==> src/rtl/prio_rr_arbiter_pkg.sv <==
// Shared types and constants for the priority / round-robin arbiter.
// Latency: n/a (declarations only); backpressure: n/a.
package prio_arb_pkg;

  localparam int N_DEF    = 16;
  localparam int IDXW_DEF = 4;

  // Same "no winner" code the priority encoders emit.
  localparam logic [7:0] GNT_NONE = 8'hF0;

  typedef enum logic [1:0] {
    IDLE    = 2'd0,
    GRANT   = 2'd1,
    RELEASE = 2'd2
  } arb_state_t;

endpackage

==> src/rtl/prio_rr_arbiter_if.sv <==
// Requester/grant bundle between the requesters and the arbiter; timeout_flag exists only with ARB_TIMEOUT_EN.
// Latency: none (wires); backpressure: grant is held until done or until the grantee's req drops.
interface prio_arb_if
  import prio_arb_pkg::*;
#(
  parameter int N = N_DEF
);

  logic         en;
  logic [N-1:0] req;
  logic         mode_rr;
  logic         done;
  logic         gnt_valid;
  logic [N-1:0] gnt_onehot;
  logic [7:0]   gnt_code;
`ifdef ARB_TIMEOUT_EN
  logic         timeout_flag;

  modport master (
    output en, req, mode_rr, done,
    input  gnt_valid, gnt_onehot, gnt_code, timeout_flag
  );

  modport slave (
    input  en, req, mode_rr, done,
    output gnt_valid, gnt_onehot, gnt_code, timeout_flag
  );
`else
  modport master (
    output en, req, mode_rr, done,
    input  gnt_valid, gnt_onehot, gnt_code
  );

  modport slave (
    input  en, req, mode_rr, done,
    output gnt_valid, gnt_onehot, gnt_code
  );
`endif

endinterface

==> src/rtl/prio_rr_arbiter_pick.sv <==
// Combinational winner search: highest set index below start first, then highest overall.
// Latency: 0 cycles (pure logic); backpressure: none.
module prio_pick #(
  parameter int N    = 16,
  parameter int IDXW = 4
) (
  input  logic [N-1:0]    req,
  input  logic [IDXW-1:0] start,
  input  logic            mode_rr,
  output logic [IDXW-1:0] winner,
  output logic            any
);

  logic [N-1:0]    lo_mask;
  logic [N-1:0]    masked;
  logic [IDXW-1:0] win_all;
  logic [IDXW-1:0] win_masked;

  // Only indices strictly below start take part in the first pass; in fixed
  // mode the mask is empty so the search collapses to plain highest-wins.
  always_comb begin
    lo_mask = '0;
    for (int i = 0; i < N; i++) begin
      lo_mask[i] = mode_rr && (IDXW'(i) < start);
    end
  end

  assign masked = req & lo_mask;

  always_comb begin
    win_all    = '0;
    win_masked = '0;
    for (int i = 0; i < N; i++) begin
      if (req[i])    win_all    = IDXW'(i);
      if (masked[i]) win_masked = IDXW'(i);
    end
  end

  assign any    = |req;
  assign winner = (|masked) ? win_masked : win_all;

endmodule

==> src/rtl/prio_rr_arbiter.sv <==
// Hold-until-release arbiter, fixed or round-robin priority; ARB_TIMEOUT_EN adds a HOLD_MAX grant limit and timeout_flag.
// Latency: grant registered 1 cycle after req seen in IDLE; backpressure: grant held until done/req drop, then RELEASE + IDLE gap.
module prio_rr_arbiter
  import prio_arb_pkg::*;
#(
  parameter int N        = N_DEF,
  parameter int IDXW     = IDXW_DEF,
  parameter int HOLD_MAX = 255
) (
  input logic       clk,
  input logic       rst_n,
  prio_arb_if.slave bus
);

  if (N < 2 || N > 16) begin : g_bad_n
    $error("prio_rr_arbiter: N must be in 2..16");
  end
  if (IDXW != $clog2(N)) begin : g_bad_idxw
    $error("prio_rr_arbiter: IDXW must equal clog2(N)");
  end
  if (HOLD_MAX < 1 || HOLD_MAX > 255) begin : g_bad_hold
    $error("prio_rr_arbiter: HOLD_MAX must be in 1..255");
  end

  arb_state_t      state_q, state_d;
  logic [IDXW-1:0] ptr_q, ptr_d;
  logic [IDXW-1:0] winner_q, winner_d;
  logic            gnt_valid_q, gnt_valid_d;
  logic [N-1:0]    gnt_onehot_q, gnt_onehot_d;
  logic [7:0]      gnt_code_q, gnt_code_d;

  logic [IDXW-1:0] pick_win;
  logic            pick_any;
  logic            release_now;
  logic            force_rel;

  prio_pick #(
    .N    (N),
    .IDXW (IDXW)
  ) u_pick (
    .req     (bus.req),
    .start   (ptr_q),
    .mode_rr (bus.mode_rr),
    .winner  (pick_win),
    .any     (pick_any)
  );

  assign release_now = bus.done || !bus.req[winner_q];

`ifdef ARB_TIMEOUT_EN
  logic [7:0] hold_cnt_q, hold_cnt_d;
  logic       timeout_q, timeout_d;

  assign force_rel = (hold_cnt_q == 8'(HOLD_MAX - 1));

  // Counter is only meaningful in GRANT; a natural release wins over a
  // coincident timeout so the sticky flag marks forced releases only.
  always_comb begin
    hold_cnt_d = hold_cnt_q;
    timeout_d  = timeout_q;
    if (state_q == IDLE) begin
      hold_cnt_d = '0;
    end else if (state_q == GRANT) begin
      hold_cnt_d = hold_cnt_q + 8'd1;
      if (force_rel && !release_now) timeout_d = 1'b1;
    end
  end

  always_ff @(posedge clk or negedge rst_n) begin
    if (!rst_n) begin
      hold_cnt_q <= '0;
      timeout_q  <= 1'b0;
    end else begin
      hold_cnt_q <= hold_cnt_d;
      timeout_q  <= timeout_d;
    end
  end

  assign bus.timeout_flag = timeout_q;
`else
  assign force_rel = 1'b0;
`endif

  always_comb begin
    state_d      = state_q;
    ptr_d        = ptr_q;
    winner_d     = winner_q;
    gnt_valid_d  = gnt_valid_q;
    gnt_onehot_d = gnt_onehot_q;
    gnt_code_d   = gnt_code_q;
    unique case (state_q)
      IDLE: begin
        if (bus.en && pick_any) begin
          state_d      = GRANT;
          winner_d     = pick_win;
          gnt_valid_d  = 1'b1;
          gnt_onehot_d = N'(1) << pick_win;
          gnt_code_d   = 8'(pick_win);
        end
      end
      GRANT: begin
        if (release_now || force_rel) begin
          state_d      = RELEASE;
          gnt_valid_d  = 1'b0;
          gnt_onehot_d = '0;
          gnt_code_d   = GNT_NONE;
        end
      end
      RELEASE: begin
        // Pointer follows the last winner in both modes so a later switch
        // to round-robin starts just below whoever was served last.
        ptr_d   = winner_q;
        state_d = IDLE;
      end
      default: begin
        state_d      = IDLE;
        gnt_valid_d  = 1'b0;
        gnt_onehot_d = '0;
        gnt_code_d   = GNT_NONE;
      end
    endcase
  end

  always_ff @(posedge clk or negedge rst_n) begin
    if (!rst_n) begin
      state_q      <= IDLE;
      ptr_q        <= '0;
      winner_q     <= '0;
      gnt_valid_q  <= 1'b0;
      gnt_onehot_q <= '0;
      gnt_code_q   <= GNT_NONE;
    end else begin
      state_q      <= state_d;
      ptr_q        <= ptr_d;
      winner_q     <= winner_d;
      gnt_valid_q  <= gnt_valid_d;
      gnt_onehot_q <= gnt_onehot_d;
      gnt_code_q   <= gnt_code_d;
    end
  end

  assign bus.gnt_valid  = gnt_valid_q;
  assign bus.gnt_onehot = gnt_onehot_q;
  assign bus.gnt_code   = gnt_code_q;

endmodule

==> src/flat_wrapper.sv <==
// flat-port wrapper written by rule: the top's interface ports become plain ports
module prio_rr_arbiter_flat import prio_arb_pkg::*;
#(
  parameter int N        = N_DEF,
  parameter int IDXW     = IDXW_DEF,
  parameter int HOLD_MAX = 255
)
  (clk, rst_n, bus_en, bus_req, bus_mode_rr, bus_done, bus_gnt_valid, bus_gnt_onehot, bus_gnt_code);
  prio_arb_if #(.N(N)) bus_i ();
  input logic clk;
  input logic rst_n;
  input wire logic [$bits(bus_i.en)-1:0] bus_en;
  input wire logic [$bits(bus_i.req)-1:0] bus_req;
  input wire logic [$bits(bus_i.mode_rr)-1:0] bus_mode_rr;
  input wire logic [$bits(bus_i.done)-1:0] bus_done;
  output wire logic [$bits(bus_i.gnt_valid)-1:0] bus_gnt_valid;
  output wire logic [$bits(bus_i.gnt_onehot)-1:0] bus_gnt_onehot;
  output wire logic [$bits(bus_i.gnt_code)-1:0] bus_gnt_code;
  assign bus_i.en = bus_en;
  assign bus_i.req = bus_req;
  assign bus_i.mode_rr = bus_mode_rr;
  assign bus_i.done = bus_done;
  assign bus_gnt_valid = bus_i.gnt_valid;
  assign bus_gnt_onehot = bus_i.gnt_onehot;
  assign bus_gnt_code = bus_i.gnt_code;
  prio_rr_arbiter #(.N(N), .IDXW(IDXW), .HOLD_MAX(HOLD_MAX)) u_core (.clk(clk), .rst_n(rst_n), .bus(bus_i));
endmodule
==> config.mk <==
export PLATFORM = sky130hd
export DESIGN_NAME = prio_rr_arbiter_flat
export DESIGN_NICKNAME = d
export VERILOG_FILES = /design/src/rtl/prio_rr_arbiter_pkg.sv /design/src/rtl/prio_rr_arbiter_if.sv /design/src/rtl/prio_rr_arbiter_pick.sv /design/src/rtl/prio_rr_arbiter.sv /design/src/flat_wrapper.sv
export SDC_FILE = /design/constraint.sdc
export NUM_CORES = 1
export LEC_CHECK = 0
export CAP_MARGIN = 10
export CORE_ASPECT_RATIO = 0.5
export CORE_UTILIZATION = 51
export DETAILED_ROUTE_END_ITERATION = 7
export GPL_TIMING_DRIVEN = 0
export HOLD_SLACK_MARGIN = 0.08
export PLACE_DENSITY = 0.88
export SLEW_MARGIN = 15
export SYNTH_ARGS = -nofsm -noshare
export SYNTH_HDL_FRONTEND = slang
export SYNTH_HIERARCHICAL = 1
export SYNTH_SLANG_ARGS = --single-unit
==> constraint.sdc <==
create_clock -name clk -period 2.4 [get_ports clk]
set_input_delay 0.48 -clock clk [delete_from_list [all_inputs] [get_ports clk]]
set_output_delay 0.48 -clock clk [all_outputs]
set_load 0.03 [all_outputs]
==> tab_implementation.tex <==
\begin{tabular}{lr}
\hline
Metric & Value \\
\hline
\multicolumn{2}{l}{\textbf{Pwr}} \\
Relative contribution of sequential cells to total power & 22.8\% \\
Power Internal & 2.18 mW \\
Leakage dissipation & 1.32 nW \\
Clock power frac & 10.3\% \\
Combinational Power Share & 66.9\% \\
PwrDens & 1350 mW/mm2 \\
Peak VDD IR & 0.727 mV \\
Switching share of power & 47.4\% \\
Net Sw Power & 1.96 mW \\
\multicolumn{2}{l}{\textbf{Run status}} \\
Violated checks & setup timing \\
Run status & finished with violations \\
\multicolumn{2}{l}{\textbf{Drt}} \\
Via count normalized by instance count & 6.83 \\
Vias post-DR & 2303 \\
DRC viols & 0 \\
Average wire per standard cell & 21.4 um \\
Initial drt markers & 175 \\
Post-DRT Antenna Nets & 0 \\
Number of detailed-routing iterations run before antenna repair & 6 \\
Wire length after detailed routing & 7.22 mm \\
\multicolumn{2}{l}{\textbf{Global route}} \\
Number of global-route vias before repair & 1986 \\
Pin count of the biggest net entering global routing & 33 \\
Overflow left after global routing & 0 \\
Number of antenna violations at the first check in global routing & 0 \\
Wire length of the first global-routing pass & 9.56 mm \\
All-Layer GR Usage & 30.0\% \\
\multicolumn{2}{l}{\textbf{Floorplanning}} \\
Starting utilization of the core area & 56.8\% \\
Y dimension of the die & 47.1 um \\
Floorplan Core Area & 0.00366 mm2 \\
Die width & 92.3 um \\
Top-level port count & 46 \\
Total Die Area & 0.00435 mm2 \\
Num rows & 15 \\
\multicolumn{2}{l}{\textbf{Synth}} \\
Yosys Warn Count & 6 \\
Complex-gate fraction of the synthesized area & 26.1\% \\
Main combinational cell family by area after synthesis & compound AO/OA/AOI/OAI gates \\
Gate count after technology mapping & 218 \\
Fraction of synthesized cell area taken by the top area cell type & 37.3\% \\
Post-synthesis simple-gate area fraction & 21.0\% \\
Xor/xnor share of the synthesized area & 0\% \\
Cell Area, Synth & 0.00208 mm2 \\
Mux cell area share after synthesis & 8.07\% \\
Library cell with the largest summed area after synthesis & sky130\_fd\_sc\_hd\_\_dfrtp\_1 \\
Top area cells in the synthesized netlist & sky130\_fd\_sc\_hd\_\_dfrtp\_1 (37\%), sky130\_fd\_sc\_hd\_\_o2bb2ai\_1 (5.9\%), sky130\_fd\_sc\_hd\_\_nor2\_1 (4.2\%) \\
EDFF count, synth & 0 \\
Number of distinct library cells after synthesis & 54 \\
Avg Cell Area, Syn & 9.53 um2 \\
Flip-flop cell with the highest count after synthesis & sky130\_fd\_sc\_hd\_\_dfrtp\_1 \\
Adder-cell area share of the yosys netlist & 0\% \\
Synthesis-stage register bit count & 32 \\
Proportion of synthesized chip area in sequential cells & 38.6\% \\
Net Count, Synth & 239 \\
Ys async rst share & 100\% \\
\multicolumn{2}{l}{\textbf{Worst setup path}} \\
Worst-path fanout max & 8 \\
Worst EP arrival & 2.62 ns \\
Critical-path cell list & buf\_8, nor3\_4, nor2\_2, or3\_4, a21oi\_4, nand2\_2, mux2i\_2, buf\_6, inv\_2, nand2\_1, o2bb2ai\_1 \\
Worst Path Class, Setup & reg2reg \\
Kind of launch point of the worst setup path & register \\
Kind of end point of the critical path & register \\
Critical path's top delay family & simple AND/OR/NAND/NOR gates \\
CP required & 2.59 ns \\
Stage delay of the slowest cell on the critical path & 0.47 ns \\
Buffer and inverter count on the worst path & 3 \\
Highest-delay cell along the critical path & sky130\_fd\_sc\_hd\_\_dfrtp\_2 \\
\multicolumn{2}{l}{\textbf{Finish}} \\
Cell Count, Final, Fillers Out & 337 \\
Most frequent standard cell in the layout excluding fill and tap cells & sky130\_fd\_sc\_hd\_\_clkdlybuf4s50\_1 \\
Number of nets in the final layout & 306 \\
Relative area change from synthesis to final layout & 47.7\% \\
Number of antenna diodes & 0 \\
Layout cells sized above 1 & 29.7\% \\
Commonest cells after routing, fill and taps aside & sky130\_fd\_sc\_hd\_\_clkdlybuf4s50\_1 (29), sky130\_fd\_sc\_hd\_\_dfrtp\_1 (28), sky130\_fd\_sc\_hd\_\_nand2\_1 (20) \\
\multicolumn{2}{l}{\textbf{Timing}} \\
Final clock period utilization by the worst path & 101\% \\
Clock Skew & 0.00722 ns \\
Final critical-path required period & 2.43 ns \\
Count of final setup violators & 3 \\
Hold Violations, Final & 0 \\
Final critical-path setup slack & -0.0284 ns \\
Slew @ Worst Pin & 0.680 ns \\
Final number of max-transition violations & 0 \\
Worst hold slack & 0.228 ns \\
Highest clock rate & 0.412 GHz \\
Normalized max-slew margin & 54.6\% \\
\multicolumn{2}{l}{\textbf{Clocking}} \\
Post-CTS Hold Fix Bufs & 0 \\
Clock tree root buffer cell & sky130\_fd\_sc\_hd\_\_clkbuf\_8 \\
Maximum buffer depth of the clock tree & 2 \\
CTS sink count & 32 \\
Worst skew pair latency & 0.29 ns \\
Clock tree from TritonCTS & built \\
H-tree Lvls & 2 \\
Inserted Clock Buffers & 5 \\
Clock transition at the registers of the reported paths & 0.07 ns \\
\multicolumn{2}{l}{\textbf{Placement}} \\
Final weighted congestion in routability-driven placement & 0.860 \\
Buffers on Ports & 45 \\
Number of placed instances with taps included & 314 \\
HPWL after detailed placement & 4.22 mm \\
Post-Place Worst Slack & -0.983 ns \\
\multicolumn{2}{l}{\textbf{Flow run}} \\
Maxcap violations & 0 \\
\multicolumn{2}{l}{\textbf{Worst hold path}} \\
Type of the worst min-delay path & in2async \\
\hline
\end{tabular}
## worst reg2reg max path, delay by kind of cell (launching register included)
family                 cells  cell delay, ns
and+or+nand+nor            5            0.86
buffers and inverters      3            0.41
DFF                        1            0.47
muxes                      1            0.17
AOI/OAI and AO/OA          2            0.43
## per-layer routing
metal	wire length [um]	GRT usage [%]	vias to the layer above
met4	369	11.9	0
met1	2770	36.7	1113
met3	703	6.47	51
met5	0	0	-
li1	-	-	960
met2	3380	54.8	179
## path summary, 6_finish.rpt
check,start,to,slack (ns),depth (start not counted)
worst min register to register,u_core/bus.gnt_onehot[13],u_core/bus.gnt_onehot[13],0.49,1
worst max register to register,u_core/ptr_q[2],u_core/bus.gnt_onehot[10],-0.03,11
worst min-delay path,rst_n,u_core/winner_q[3],0.23,1
min in group clk,u_core/bus.gnt_onehot[13],u_core/bus.gnt_onehot[13],0.49,1
max in group asynchronous,rst_n,u_core/ptr_q[1],1.70,1
worst max-delay path,u_core/ptr_q[2],u_core/bus.gnt_onehot[10],-0.03,11
## area by class of cell
cell class,instances,area (um2)
multi-input combinational,166,1340
sequential,32,806
timing repair buffer,60,608
fill,201,592
buffer,14,131
clock buffer,6,82.6
tap,51,63.8
inverter,6,22.5
clock inverter,2,10.0
## sequential cells by signal, indices dropped and copies added, names as in the netlist
| signal | count |
|---|---|
| u_core/bus.gnt_onehot | 16 |
| u_core/state_q | 2 |
| u_core/bus.gnt_code | 5 |
| u_core/bus.gnt_valid | 1 |
| u_core/ptr_q | 4 |
| u_core/winner_q | 4 |
## kinds of logic after synthesis
| kind of cell | after synthesis |
|---|---|
| AOI/OAI and AO/OA | 70 |
| buffers and inverters | 20 |
| DFF | 32 |
| muxes | 13 |
| and+or+nand+nor | 83 |
## cells in the mapped netlist, drive strengths merged, types with 2 or more instances
master	count
dfrtp	31
nor2	23
nand2	22
o21ai	14
o2bb2ai	14
a21oi	12
buf	11
mux2i	7
nor4	7
inv	6
nand3	6
nor3	6
nand2b	5
mux2	4
nor2b	4
a211oi	3
a21o	3
a32o	3
clkbuf	3
o211ai	3
o31ai	3
a22o	2
a22oi	2
a32oi	2
and3	2
mux4	2
nand3b	2
o2111ai	2
o311ai	2
or2	2
## per-stage QoR
| stage | util, % | setup TNS [ns] | power, mW | instance area (um2) |
|---|---|---|---|---|
| 2_1_floorplan | - | 0 | 2.28 | 2080 |
| 3_5_place_dp | 70.7 | -15.29 | 2.93 | 2590 |
| 5_1_grt | 83.8 | -0.463 | 4.30 | 3070 |
| 6_report | 83.8 | -0.0443 | 4.14 | 3070 |
| 3_3_place_gp | 70.8 | -13.50 | 2.85 | 2590 |
| 4_1_cts | 75.0 | 0 | 3.51 | 2750 |
## power groups by stage
stage	combinational (mW)	sequential, mW	clock, mW
after floorplan	1.17	1.11	0
after global placement	1.94	0.906	0
after detailed placement	2.01	0.920	0
after CTS	2.16	0.919	0.426
after global routing	2.89	0.962	0.456
final	2.77	0.946	0.425
## timing repair
action                     in CTS  in global routing
cloned                          0                  1
setup endpoints to repair      22                 24
hold endpoints to repair        0                  0
gates resized for setup        23                 51
pin swaps                       4                 13
setup buffers                   3                 11
No activity file was read; power rests on OpenSTA's default activity.
